===== src/rtl/div_seq_pkg.sv =====
// Shared types and constants for the divider front-end sequencer.
package div_seq_pkg;
  localparam int DATA_W          = 32;
  localparam int ID_W            = 2;
  localparam int DEFAULT_TIMEOUT = 40;
  localparam int WDOG_W          = 6;

  typedef enum logic [1:0] {
    IDLE,
    LAUNCH,
    WAIT,
    RESP
  } state_t;
endpackage


===== src/rtl/div_sequencer_rr_arbiter.sv =====
// Round-robin arbiter: grants the first valid requester at or after ptr,
// wrapping modulo NUM_REQ. Purely combinational; the pointer lives in the caller.
module rr_arbiter
  import div_seq_pkg::*;
#(
  parameter int NUM_REQ = 2
) (
  input  logic [NUM_REQ-1:0] valid,
  input  logic [ID_W-1:0]    ptr,
  input  logic               enable,
  output logic [NUM_REQ-1:0] grant,
  output logic [ID_W-1:0]    idx,
  output logic               any
);

  // Search from ptr upward first, then wrap to the low indices below ptr.
  always_comb begin
    grant = '0;
    idx   = '0;
    any   = 1'b0;
    for (int i = 0; i < NUM_REQ; i++) begin
      if (enable && !any && valid[i] && (i >= int'(ptr))) begin
        grant[i] = 1'b1;
        idx      = ID_W'(i);
        any      = 1'b1;
      end
    end
    for (int i = 0; i < NUM_REQ; i++) begin
      if (enable && !any && valid[i]) begin
        grant[i] = 1'b1;
        idx      = ID_W'(i);
        any      = 1'b1;
      end
    end
  end

endmodule


===== src/rtl/div_sequencer.sv =====
// Front-end controller for the shared iterative signed divider.
// Optional build macro DIV_SEQ_FASTPATH_EN: divisors 0 and 1 are answered
// directly from IDLE without starting the divider.
module div_sequencer
  import div_seq_pkg::*;
#(
  parameter int NUM_REQ     = 2,
  parameter int DIV_TIMEOUT = DEFAULT_TIMEOUT
) (
  input  logic                        clock,
  input  logic                        reset_n,
  input  logic [NUM_REQ-1:0]          req_valid,
  input  logic [DATA_W*NUM_REQ-1:0]   req_opA,
  input  logic [DATA_W*NUM_REQ-1:0]   req_opB,
  output logic [NUM_REQ-1:0]          req_ready,
  output logic                        rsp_valid,
  input  logic                        rsp_ready,
  output logic [ID_W-1:0]             rsp_id,
  output logic signed [DATA_W-1:0]    rsp_result,
  output logic                        rsp_exception,
  output logic                        busy,
  output logic signed [DATA_W-1:0]    div_opA,
  output logic signed [DATA_W-1:0]    div_opB,
  output logic                        div_ctrl,
  input  logic signed [DATA_W-1:0]    div_result,
  input  logic                        div_exception,
  input  logic                        div_rdy
);

  state_t                   state, state_n;
  logic [ID_W-1:0]          ptr;
  logic [WDOG_W-1:0]        wdog;
  logic [NUM_REQ-1:0]       grant;
  logic [ID_W-1:0]          gnt_idx;
  logic                     gnt_any;
  logic signed [DATA_W-1:0] sel_a, sel_b;
  logic                     rdy_ok, timeout, fast_hit;
  logic [ID_W-1:0]          ptr_nxt;

  // Arbitration is only enabled in IDLE and never while reset is held.
  rr_arbiter #(.NUM_REQ(NUM_REQ)) u_arb (
    .valid  (req_valid),
    .ptr    (ptr),
    .enable ((state == IDLE) && reset_n),
    .grant  (grant),
    .idx    (gnt_idx),
    .any    (gnt_any)
  );

  assign req_ready = grant;
  assign rsp_valid = (state == RESP);
  assign busy      = (state != IDLE);
  assign ptr_nxt   = (gnt_idx == ID_W'(NUM_REQ - 1)) ? '0 : gnt_idx + ID_W'(1);

  // First WAIT cycle has wdog==0; a high rdy there is left over from the previous run.
  assign rdy_ok  = div_rdy && (wdog != '0);
  assign timeout = (wdog == WDOG_W'(DIV_TIMEOUT - 1));

`ifdef DIV_SEQ_FASTPATH_EN
  assign fast_hit = (sel_b == 32'sd0) || (sel_b == 32'sd1);
`else
  assign fast_hit = 1'b0;
`endif

  // Operand mux for the granted requester.
  always_comb begin
    sel_a = '0;
    sel_b = '0;
    for (int i = 0; i < NUM_REQ; i++) begin
      if (gnt_idx == ID_W'(i)) begin
        sel_a = req_opA[i*DATA_W +: DATA_W];
        sel_b = req_opB[i*DATA_W +: DATA_W];
      end
    end
  end

  // Next-state decode.
  always_comb begin
    state_n = state;
    case (state)
      IDLE:    if (gnt_any) state_n = fast_hit ? RESP : LAUNCH;
      LAUNCH:  state_n = WAIT;
      WAIT:    if (rdy_ok || timeout) state_n = RESP;
      RESP:    if (rsp_ready) state_n = IDLE;
      default: state_n = IDLE;
    endcase
  end

  // State register.
  always_ff @(posedge clock or negedge reset_n) begin
    if (!reset_n) state <= IDLE;
    else          state <= state_n;
  end

  // Operand latch, watchdog, result capture and the registered start pulse.
  always_ff @(posedge clock or negedge reset_n) begin
    if (!reset_n) begin
      ptr           <= '0;
      wdog          <= '0;
      div_opA       <= '0;
      div_opB       <= '0;
      div_ctrl      <= 1'b0;
      rsp_id        <= '0;
      rsp_result    <= '0;
      rsp_exception <= 1'b0;
    end else begin
      div_ctrl <= (state_n == LAUNCH);
      case (state)
        IDLE: begin
          if (gnt_any) begin
            div_opA <= sel_a;
            div_opB <= sel_b;
            rsp_id  <= gnt_idx;
            ptr     <= ptr_nxt;
            if (fast_hit) begin
              rsp_result    <= (sel_b == 32'sd0) ? '0 : sel_a;
              rsp_exception <= (sel_b == 32'sd0);
            end
          end
        end
        LAUNCH: wdog <= '0;
        WAIT: begin
          wdog <= wdog + WDOG_W'(1);
          if (rdy_ok) begin
            rsp_result    <= div_result;
            rsp_exception <= div_exception;
          end else if (timeout) begin
            rsp_result    <= '0;
            rsp_exception <= 1'b1;
          end
        end
        default: ;
      endcase
    end
  end

endmodule


===== config.mk =====
export PLATFORM = sky130hd
export DESIGN_NAME = div_sequencer
export DESIGN_NICKNAME = d
export VERILOG_FILES = /design/src/rtl/div_seq_pkg.sv /design/src/rtl/div_sequencer_rr_arbiter.sv /design/src/rtl/div_sequencer.sv
export SDC_FILE = /design/constraint.sdc
export NUM_CORES = 1
export LEC_CHECK = 0
export ABC_AREA = 1
export BUFFER_PORTS_ARGS = -buffer_cell sky130_fd_sc_hd__buf_2
export CORE_ASPECT_RATIO = 1.2
export CORE_MARGIN = 8
export CORE_UTILIZATION = 30
export CTS_CLUSTER_SIZE = 20
export DETAILED_ROUTE_END_ITERATION = 10
export SYNTH_ARGS = -nofsm -noshare
export SYNTH_HDL_FRONTEND = slang
export SYNTH_SLANG_ARGS = --single-unit

===== constraint.sdc =====
create_clock -name clock -period 1.7 [get_ports clock]
set_input_delay 0.085 -clock clock [delete_from_list [all_inputs] [get_ports clock]]
set_output_delay 0.085 -clock clock [all_outputs]
set_load 0.05 [all_outputs]

==> results.md, run 1 <==
- The routed length per placed instance is 16.81 um.
- The shortest period the worst path allows is 1.713 ns.
- The HPWL after detailed placement is 12170 um.
- For this run, the number of Yosys warnings is 0.
- The net count of the finished layout is 1181.
- The die area is 20180 sq um.
- Across all layers, the routed design uses 5716 vias.
- The endpoint arrival time on the critical path is 1.93 ns.
- The area taken by flip-flops and latches is 2703 sq um.
- The number of search-and-repair iterations in the first detailed-routing pass is 5.
- The number of global-route vias before repair is 5774.
- The run finished, with violations left.
- The tightest slew margin relative to the limit is 60.92%.
- The startpoint of the worst register-to-register path is state[1].
- The worst-case setup margin in the final layout is -0.01280 ns.
- For this design, the sink count on the clock tree is 108.
- The most prevalent standard cell on the critical path is sky130_fd_sc_hd__nand2_4.
- For this design the ratio of total power to cell area is 1761 nW/um^2.
- The post-layout utilization of the core is 57.05%.
- The count of non-filler cells in the finished layout is 1225.
- The setup path with the least slack is of type register to register.
- Synthesis produced a netlist whose cell count is 571.
- For this run, global-route usage on met1 was measured as 21.36%.
- Summed over all nets, the switching power comes to 8295 uW.
- The worst hold path passes through 3 cells.
- The detail route stage leaves a number of antenna-violating nets equal to 0.
- The register area share after synthesis is 56.75%.
- Across the run, the number of max-cap violations was 0.
- The site row count is 50.
- The total count of hold-check failures in the final report is 0.
- The number of buffers inserted during clock tree synthesis is 9.
- The final wirelength is 20590 um.
- Of the available clock period, the critical path in the final layout requires 100.8%.
- For this block, the initial DRC count from the detailed router was 391.
- The count of cells along the worst register-to-register path is 12.
- The number of buffer and inverter instances along the worst setup path is 5.
- The mean cell area of the mapped netlist is 8.340 sq um.
- Setup repair after global routing could not meet its margin everywhere.
- At the pin with the least slew margin, the transition time is 0.5862 ns.
- The slack of the worst reg-to-reg path is -0.01 ns.
- In the final layout, the multi-input gates occupy 2150 sq um.
- The number of antenna violations at the first check in global routing was 5.
- The floorplan step set the die height to 154.0 um.
- The ratio of routed vias to standard cells is 4.666.
- The routability congestion estimate is 0.7858.
- The worst ir drop on vdd is 802.6 uV.
- The worst hold path belongs to the class input port to register.
- The critical hold path startpoint is div_exception.
- The combinational fraction of design power is 58.3%.
- The global-route wire length before repair is 29140 um.
- Between clock sinks in the finished design, the worst skew comes to 0.01165 ns.
- The total global routing overflow is 0.
- The end of the worst register-to-register path is div_opB[3].
- Based on the critical path, the design can be clocked at up to 583.8 MHz.
- The overall die width is 131.0 um.
- The critical path capture point type is a register.
- Among all stages on the critical path, the largest delay is contributed by sky130_fd_sc_hd__dfrtp_1.
- The met2 demand-to-capacity share in global routing is 29.13%.
- Global routing consumed, over all layers together, 18.07% of the routing resources.
- The number of synthesized register bits is 108.
- The highest fanout seen on the critical path is 6.
- The synthesized netlist occupies a cell area of 4762 sq um.
- 271 I/O pins were placed.
- The effective utilization at floorplan is 30.57%.
- The checks that failed: negative setup slack.
- The root buffer cell is sky130_fd_sc_hd__clkbuf_16.
- After detailed placement, the design holds a cell count of 1032.
- OpenSTA, run right after detailed placement, puts the worst setup slack at 0.0009470 ns.
- Broken down by cell family, the worst path's largest delay share belongs to buffers and inverters.
- After detailed routing, the number of remaining DRC violations is 0.
- The H-tree was split into 3 levels.
- The clock passes through at most 2 buffers.
- The signal on the critical path passes through inv_2, ha_4, nand2_4, nor2_4, nand2_2, nand2_4, buf_12, inv_8, buf_12, clkbuf_16, nand2_4, nand3_2.
- Entering global routing, the biggest net connects 109 pins.
- The startpoint type of the worst setup path is a register.
- After filler insertion, the fill cell instance count of the layout stands at 1229.
- The net count after synthesis is 745.
- Of the total power, the share spent switching nets is 53.02%.
- The destination of the worst hold path is rsp_exception.
- On the worst path, the slowest cell contributes a delay of 0.40 ns.
- The part of the power in the clock network is 14.0%.
- Summed over all cells, the static leakage comes to 0.004812 uW.
- Setup violations remaining at the end of the flow were counted as 2.
- The fraction of final layout cells sized beyond drive strength 1 is 38.34%.
- The internal portion of the total power is 7352 uW.
- The share of total power dissipated in sequential elements is 27.7%.
- The clock-pin slew on the worst setup and hold paths is 0.07 ns.
- TritonCTS built the clock tree.
- For met3 alone, demand over resource in global routing was 5.363%.
- In this run the standard cell core region covers 15580 sq um.
- The final number of max-transition violations is 0.
- During placement, the flow inserted port buffers numbering 269.
- The insertion delay of the later-clocked pin in the worst-skew pair is 0.35 ns.
- The netlist uses 22 different library cells.
- Compared with the post-synthesis result, the final layout area differs by 86.63%.
- The most utilized layer in the global route result is met2.
- The data required time of the critical path is 1.92 ns.
## power by group through the flow
| stage | Clock [uW] | Sequential (uW) | Combinational (uW) |
|---|---|---|---|
| 2_1_floorplan | 0 | 8100 | 2080 |
| 3_3_place_gp | 0 | 4300 | 8080 |
| 3_5_place_dp | 0 | 4300 | 8150 |
| 4_1_cts | 2270 | 4270 | 8640 |
| 5_1_grt | 2350 | 4470 | 9660 |
| 6_report | 2200 | 4340 | 9110 |
## cells in the mapped netlist, drive strengths merged
cell type	count	area (sq um)
o21ai	8	40.04
nor3b	2	15.01
nand3	100	500.5
nor4	1	6.260
inv	20	75.07
nor2	10	50.05
buf	23	173.9
conb	1	3.750
nand4	1	6.260
dfrtp	108	2703
nand2	273	1027
clkbuf	9	33.78
ha	7	87.58
a21oi	4	20.02
nor3	4	20.02
## worst register-to-register path, cell delays in order, from the launching register on
cell                        delay [ns]
sky130_fd_sc_hd__dfrtp_1          0.40
sky130_fd_sc_hd__inv_2            0.08
sky130_fd_sc_hd__ha_4             0.15
sky130_fd_sc_hd__nand2_4          0.06
sky130_fd_sc_hd__nor2_4           0.12
sky130_fd_sc_hd__nand2_2          0.09
sky130_fd_sc_hd__nand2_4          0.09
sky130_fd_sc_hd__buf_12           0.11
sky130_fd_sc_hd__inv_8            0.04
sky130_fd_sc_hd__buf_12           0.14
sky130_fd_sc_hd__clkbuf_16        0.18
sky130_fd_sc_hd__nand2_4          0.06
sky130_fd_sc_hd__nand3_2          0.07
## routing by layer
metal	wire (um)	share of wire, %	vias to the layer above
met2	9517	46	336
met3	2242	11	77
met4	976	4.7	2
met5	8	0.039	-
met1	7843	38	2617
li1	-	-	2684
## through the flow
stage	total power, uW	hold WS (ns)	cell area, sq um	TNS, ns
2_1_floorplan	10180	-0.2106	4762	0
3_3_place_gp	12380	0.2819	6376	0
3_5_place_dp	12450	0.2804	6376	0
4_1_cts	15190	0.004692	8438	-0.07171
5_1_grt	16480	0.04338	8885	-1.263
6_report	15650	0.02986	8887	-0.01484
## worst max-delay path by stage
stage / from / to / slack, ns / depth (start not counted)
5_1_grt: state[1] / div_opB[3] / -0.09 / 12
2_1_floorplan: state[0] / div_opB[11] / 0.07 / 11
3_5_place_dp: state[0] / div_opB[17] / 0.0009 / 11
4_1_cts: state[1] / req_ready[1] / -0.03 / 9
6_report: state[1] / div_opB[3] / -0.01 / 12
3_3_place_gp: state[0] / div_opB[17] / 0.03 / 11
## flip-flops by register name, indices dropped and copies added, names as in the netlist
signal	cells
rsp_result	32
ptr	1
div_ctrl	1
state	2
rsp_exception	1
div_opA	32
div_opB	32
rsp_id	1
wdog	6
## cell families after synthesis
kind of cell / Yosys count / synth area share, %
AO/OA/AOI/OAI: 12 / 1.261
flip-flops: 108 / 56.75
adder cells (fa/ha/maj): 7 / 1.839
AND/OR/NAND/NOR: 391 / 34.13
other: 1 / 0.07875
buffers and inverters: 52 / 5.938
## timing repair
action,CTS,global route
setup endpoints to repair,3,68
setup buffers,7,1
pin swaps,5,25
hold endpoints to repair,204,0
gates resized for setup,22,91
hold buffers,161,0
gates cloned,0,4
## layout make-up
cell class / count / share of cell area [%]
Inverter: 20 / 0.9573
Tap cell: 208 / 2.928
Multi-Input combinational cell: 411 / 24.19
Antenna cell: 5 / 0.1408
Clock inverter: 6 / 0.8025
Clock buffer: 10 / 2.689
Timing Repair Buffer: 457 / 37.89
Sequential cell: 108 / 30.41
## layout by cell type (no fill, tap or decap), drive strengths merged
cell type and n:
conb 1, clkinv 2, dlygate4sd3 161, nor3 4, clkinvlp 2, dfrtp 108
nor2 10, inv 21, nand3 100, ha 7, nand2 273, buf 293
nand4 1, o21ai 8, nor4 1, nor3b 2, bufinv 1, a21oi 4
clkbuf 13, diode 5
Power figures use the tool's default switching activity.
==> run 2, diff against run 1 <==
Settings changed: CORE_UTILIZATION 30 to 40, PLACE_DENSITY from default to 0.77.
==> results.md, run 2 (same netlist as run 1, synthesis figures left out) <==
- The highest fanout seen on the critical path is 6 (unchanged).
- The worst-case setup margin in the final layout was -0.1327 ns (was -0.01280 ns).
- The routed length per placed instance came to 21.52 um (was 16.81 um).
- The site row count came to 43 (was 50).
- The critical path class is register to register (unchanged).
- The met3 demand-to-capacity share in global routing is 9.010% (was 5.363%).
- The y dimension of the die is 135.5 um (was 154.0 um).
- The total global routing overflow is 0 (unchanged).
- The critical hold path startpoint was div_result[20] (was div_exception).
- The tightest slew margin relative to the limit is 62.56% (was 60.92%).
- The area overhead of the layout relative to synthesis is 81.95% (was 86.63%).
- The number of instances in the placed design is 984 (was 1032).
- The maximum clock frequency is 545.7 MHz (was 583.8 MHz).
- Highest-count cells in the layout ignoring fill and taps: sky130_fd_sc_hd__buf_2, sky130_fd_sc_hd__nand2_1, sky130_fd_sc_hd__dlygate4sd3_1 (unchanged).
- The DRC violation total after the first TritonRoute iteration is 862 (was 391).
- The post-route setup TNS is -0.4585 ns (was -0.01484 ns).
- The static leakage was 0.004647 uW (was 0.004812 uW).
- The count of non-filler cells in the finished layout is 1176 (was 1225).
- The placeable core area is 11570 sq um (was 15580 sq um).
- The number of nets in the finished design is 1180 (was 1181).
- The clock sink total is 108 (unchanged).
- The fill cell instance count of the final layout was 684 (was 1229).
- The end of the worst register-to-register path is div_opA[27] (was div_opB[3]).
- Registers with the most flip-flops: div_opA: 32 flops, div_opB: 32 flops, rsp_result: 32 flops (unchanged).
- The root buffer cell is sky130_fd_sc_hd__clkbuf_16 (unchanged).
- The number of nets with antenna violations after detailed routing is 0 (unchanged).
- The pin count of the biggest net entering global routing is 109 (unchanged).
- The insertion delay of the later-clocked pin in the worst-skew pair was 0.35 ns (about the same).
- The CTS tree is done (unchanged).
- The number of top-level design ports is 271 (unchanged).
- The global-route wire length before repair was 34120 um (was 29140 um).
- The number of buffers inserted during clock tree synthesis came to 9 (unchanged).
- The type of the tightest min-delay check was input port to register (unchanged).
- The worst ir drop on vdd is 991.8 uV (was 802.6 uV).
- Violations in the final reports: negative setup slack (unchanged).
- The data required time of the critical path is 1.89 ns (was 1.92 ns).
- The shortest period the worst path allows came to 1.833 ns (was 1.713 ns).
- The number of max-cap violations is 0 (unchanged).
- The overall die width is 115.6 um (was 131.0 um).
- The endpoint arrival time on the critical path came to 2.02 ns (was 1.93 ns).
- The most frequent standard cell in the layout excluding fill and tap cells is sky130_fd_sc_hd__buf_2 (unchanged).
- The count of cells along the worst register-to-register path is 12 (unchanged).
- The final wirelength is 25310 um (was 20590 um).
- The final number of max-transition violations is 0 (unchanged).
- The count of H-tree levels built during CTS is 3 (unchanged).
- The total count of hold-check failures in the final report is 0 (unchanged).
- The final setup violation count is 8 (was 2).
- Status: finished with violations (unchanged).
- The part of the cycle the worst path needs is 107.8% (was 100.8%).
- The startpoint of the worst register-to-register path is state[1] (unchanged).
- The depth of the worst hold-timing path is 3 (unchanged).
- The total global-route track usage is 28.13% (was 18.07%).
- The number of buffers on the longest clock path is 2 (unchanged).
- The number of antenna violations at the first check in global routing is 8 (was 5).
- The slack of the worst reg-to-reg path is -0.13 ns (was -0.01 ns).
- The ratio of routed vias to standard cells was 5.481 (was 4.666).
- The clock-pin slew on the worst setup and hold paths came to 0.07 ns (about the same).
- The transition time of the tightest slew-check pin came to 0.5616 ns (was 0.5862 ns).
- The final clock skew was 0.007769 ns (was 0.01165 ns).
- The fraction of final layout cells sized beyond drive strength 1 came to 36.99% (was 38.34%).
- Setup repair after global routing missed its margin: yes (unchanged).
- The destination of the worst hold path is rsp_result[20] (was rsp_exception).
- The number of search-and-repair iterations in the first detailed-routing pass came to 5 (unchanged).
- The most utilized layer in the global route result is met2 (unchanged).
- The power consumption came to 16150 uW (was 15650 uW).
- The effective utilization at floorplan is 41.17% (was 30.57%).
- The DRC violations left is 0 (unchanged).
- The routability congestion estimate is 0.8206 (was 0.7858).
- The detailed-route via count was 6446 (was 5716).
- The cell area reported after detailed placement was 6335 sq um (was 6376 sq um).
- The number of global-route vias before repair is 6500 (was 5774).
- The startpoint type of the worst setup path is a register (unchanged).
- The cell area after layout is 8665 sq um (was 8887 sq um).
- The die area is 15670 sq um (was 20180 sq um).
- The power per cell area is 1864 nW/um^2 (was 1761 nW/um^2).
- The global routing usage on met1 is 30.75% (was 21.36%).
- The critical path capture point type is a register (unchanged).
- The number of port buffers is 269 (unchanged).
- The post-DP HPWL is 12110 um (was 12170 um).
- The met2 demand-to-capacity share in global routing is 46.57% (was 29.13%).
run 2: cell types whose count changed in the layout (fill, tap and decap cells not counted), sizes merged:
cell,delta
dlygate4sd3,-5
clkbuf,+4
inv,-1
clkinv,-2
buf,+3
diode,+3
run 2: worst max-delay path by stage:
stage               slack, ns     start            to  depth (start not counted)
finish                  -0.13  state[1]   div_opA[27]                         12
global route            -0.17  state[1]   div_opA[20]                         12
CTS                      0.02  state[0]  req_ready[0]                          9
detailed placement      -0.02  state[1]   div_opA[26]                         11
global placement         0.04  state[1]   div_opA[25]                         11
floorplan                0.07  state[0]   div_opB[11]                         11
run 2: stage by stage:
step | setup slack (ns) | hold WS [ns] | utilization [%]
after floorplan | 0.06807 | -0.2106 | -
after global placement | 0.04347 | 0.2634 | 54.76
after detailed placement | -0.01873 | 0.2691 | 54.76
after CTS | 0.02358 | 0.005258 | 71.69
after global routing | -0.1722 | 0.01442 | 74.86
final | -0.1327 | 0.008639 | 74.91
run 2: worst max-delay path, cell delays in order, from the launching register on:
cell and delay, ns:
sky130_fd_sc_hd__dfrtp_1 0.39, sky130_fd_sc_hd__inv_2 0.09, sky130_fd_sc_hd__ha_4 0.14, sky130_fd_sc_hd__nand2_4 0.06, sky130_fd_sc_hd__nor2_4 0.12, sky130_fd_sc_hd__nand2_2 0.07, sky130_fd_sc_hd__nand2_2 0.09, sky130_fd_sc_hd__buf_6 0.12
sky130_fd_sc_hd__inv_6 0.04, sky130_fd_sc_hd__buf_8 0.14, sky130_fd_sc_hd__buf_6 0.15, sky130_fd_sc_hd__nand2_1 0.10, sky130_fd_sc_hd__nand3_1 0.16
run 2: cell type report:
| type | count | area, sq um | area share, % |
|---|---|---|---|
| timing repair buffer | 456 | 3361 | 38.79 |
| tap | 157 | 196.4 | 2.267 |
| antenna | 8 | 20.02 | 0.2310 |
| clock inverter | 3 | 45.04 | 0.5199 |
| multi-input combinational | 411 | 1997 | 23.05 |
| inverter | 20 | 82.58 | 0.9531 |
| sequential | 108 | 2703 | 31.19 |
| clock buffer | 13 | 260.3 | 3.004 |
run 2: power by group:
part	leakage, uW	switching [uW]	total [uW]	internal, uW
combinational	0.00316	7010	9500	2480
sequential	0.00134	769	4470	3700
clock	0.000142	962	2190	1230
run 2: what timing repair did:
action | in CTS | in global routing
gates resized for setup | 14 | 65
endpoints found under the hold margin | 199 | 0
hold buffers | 156 | 0
pin swaps | 1 | 12
cloned | 0 | 5
setup buffers | 6 | 2
endpoints found under the setup margin | 47 | 101
run 2: metal layers:
metal,up-vias,share of wire (%)
met5,-,0.11
met4,4,6.9
met3,186,14
met2,591,46
met1,2986,33
li1,2679,-
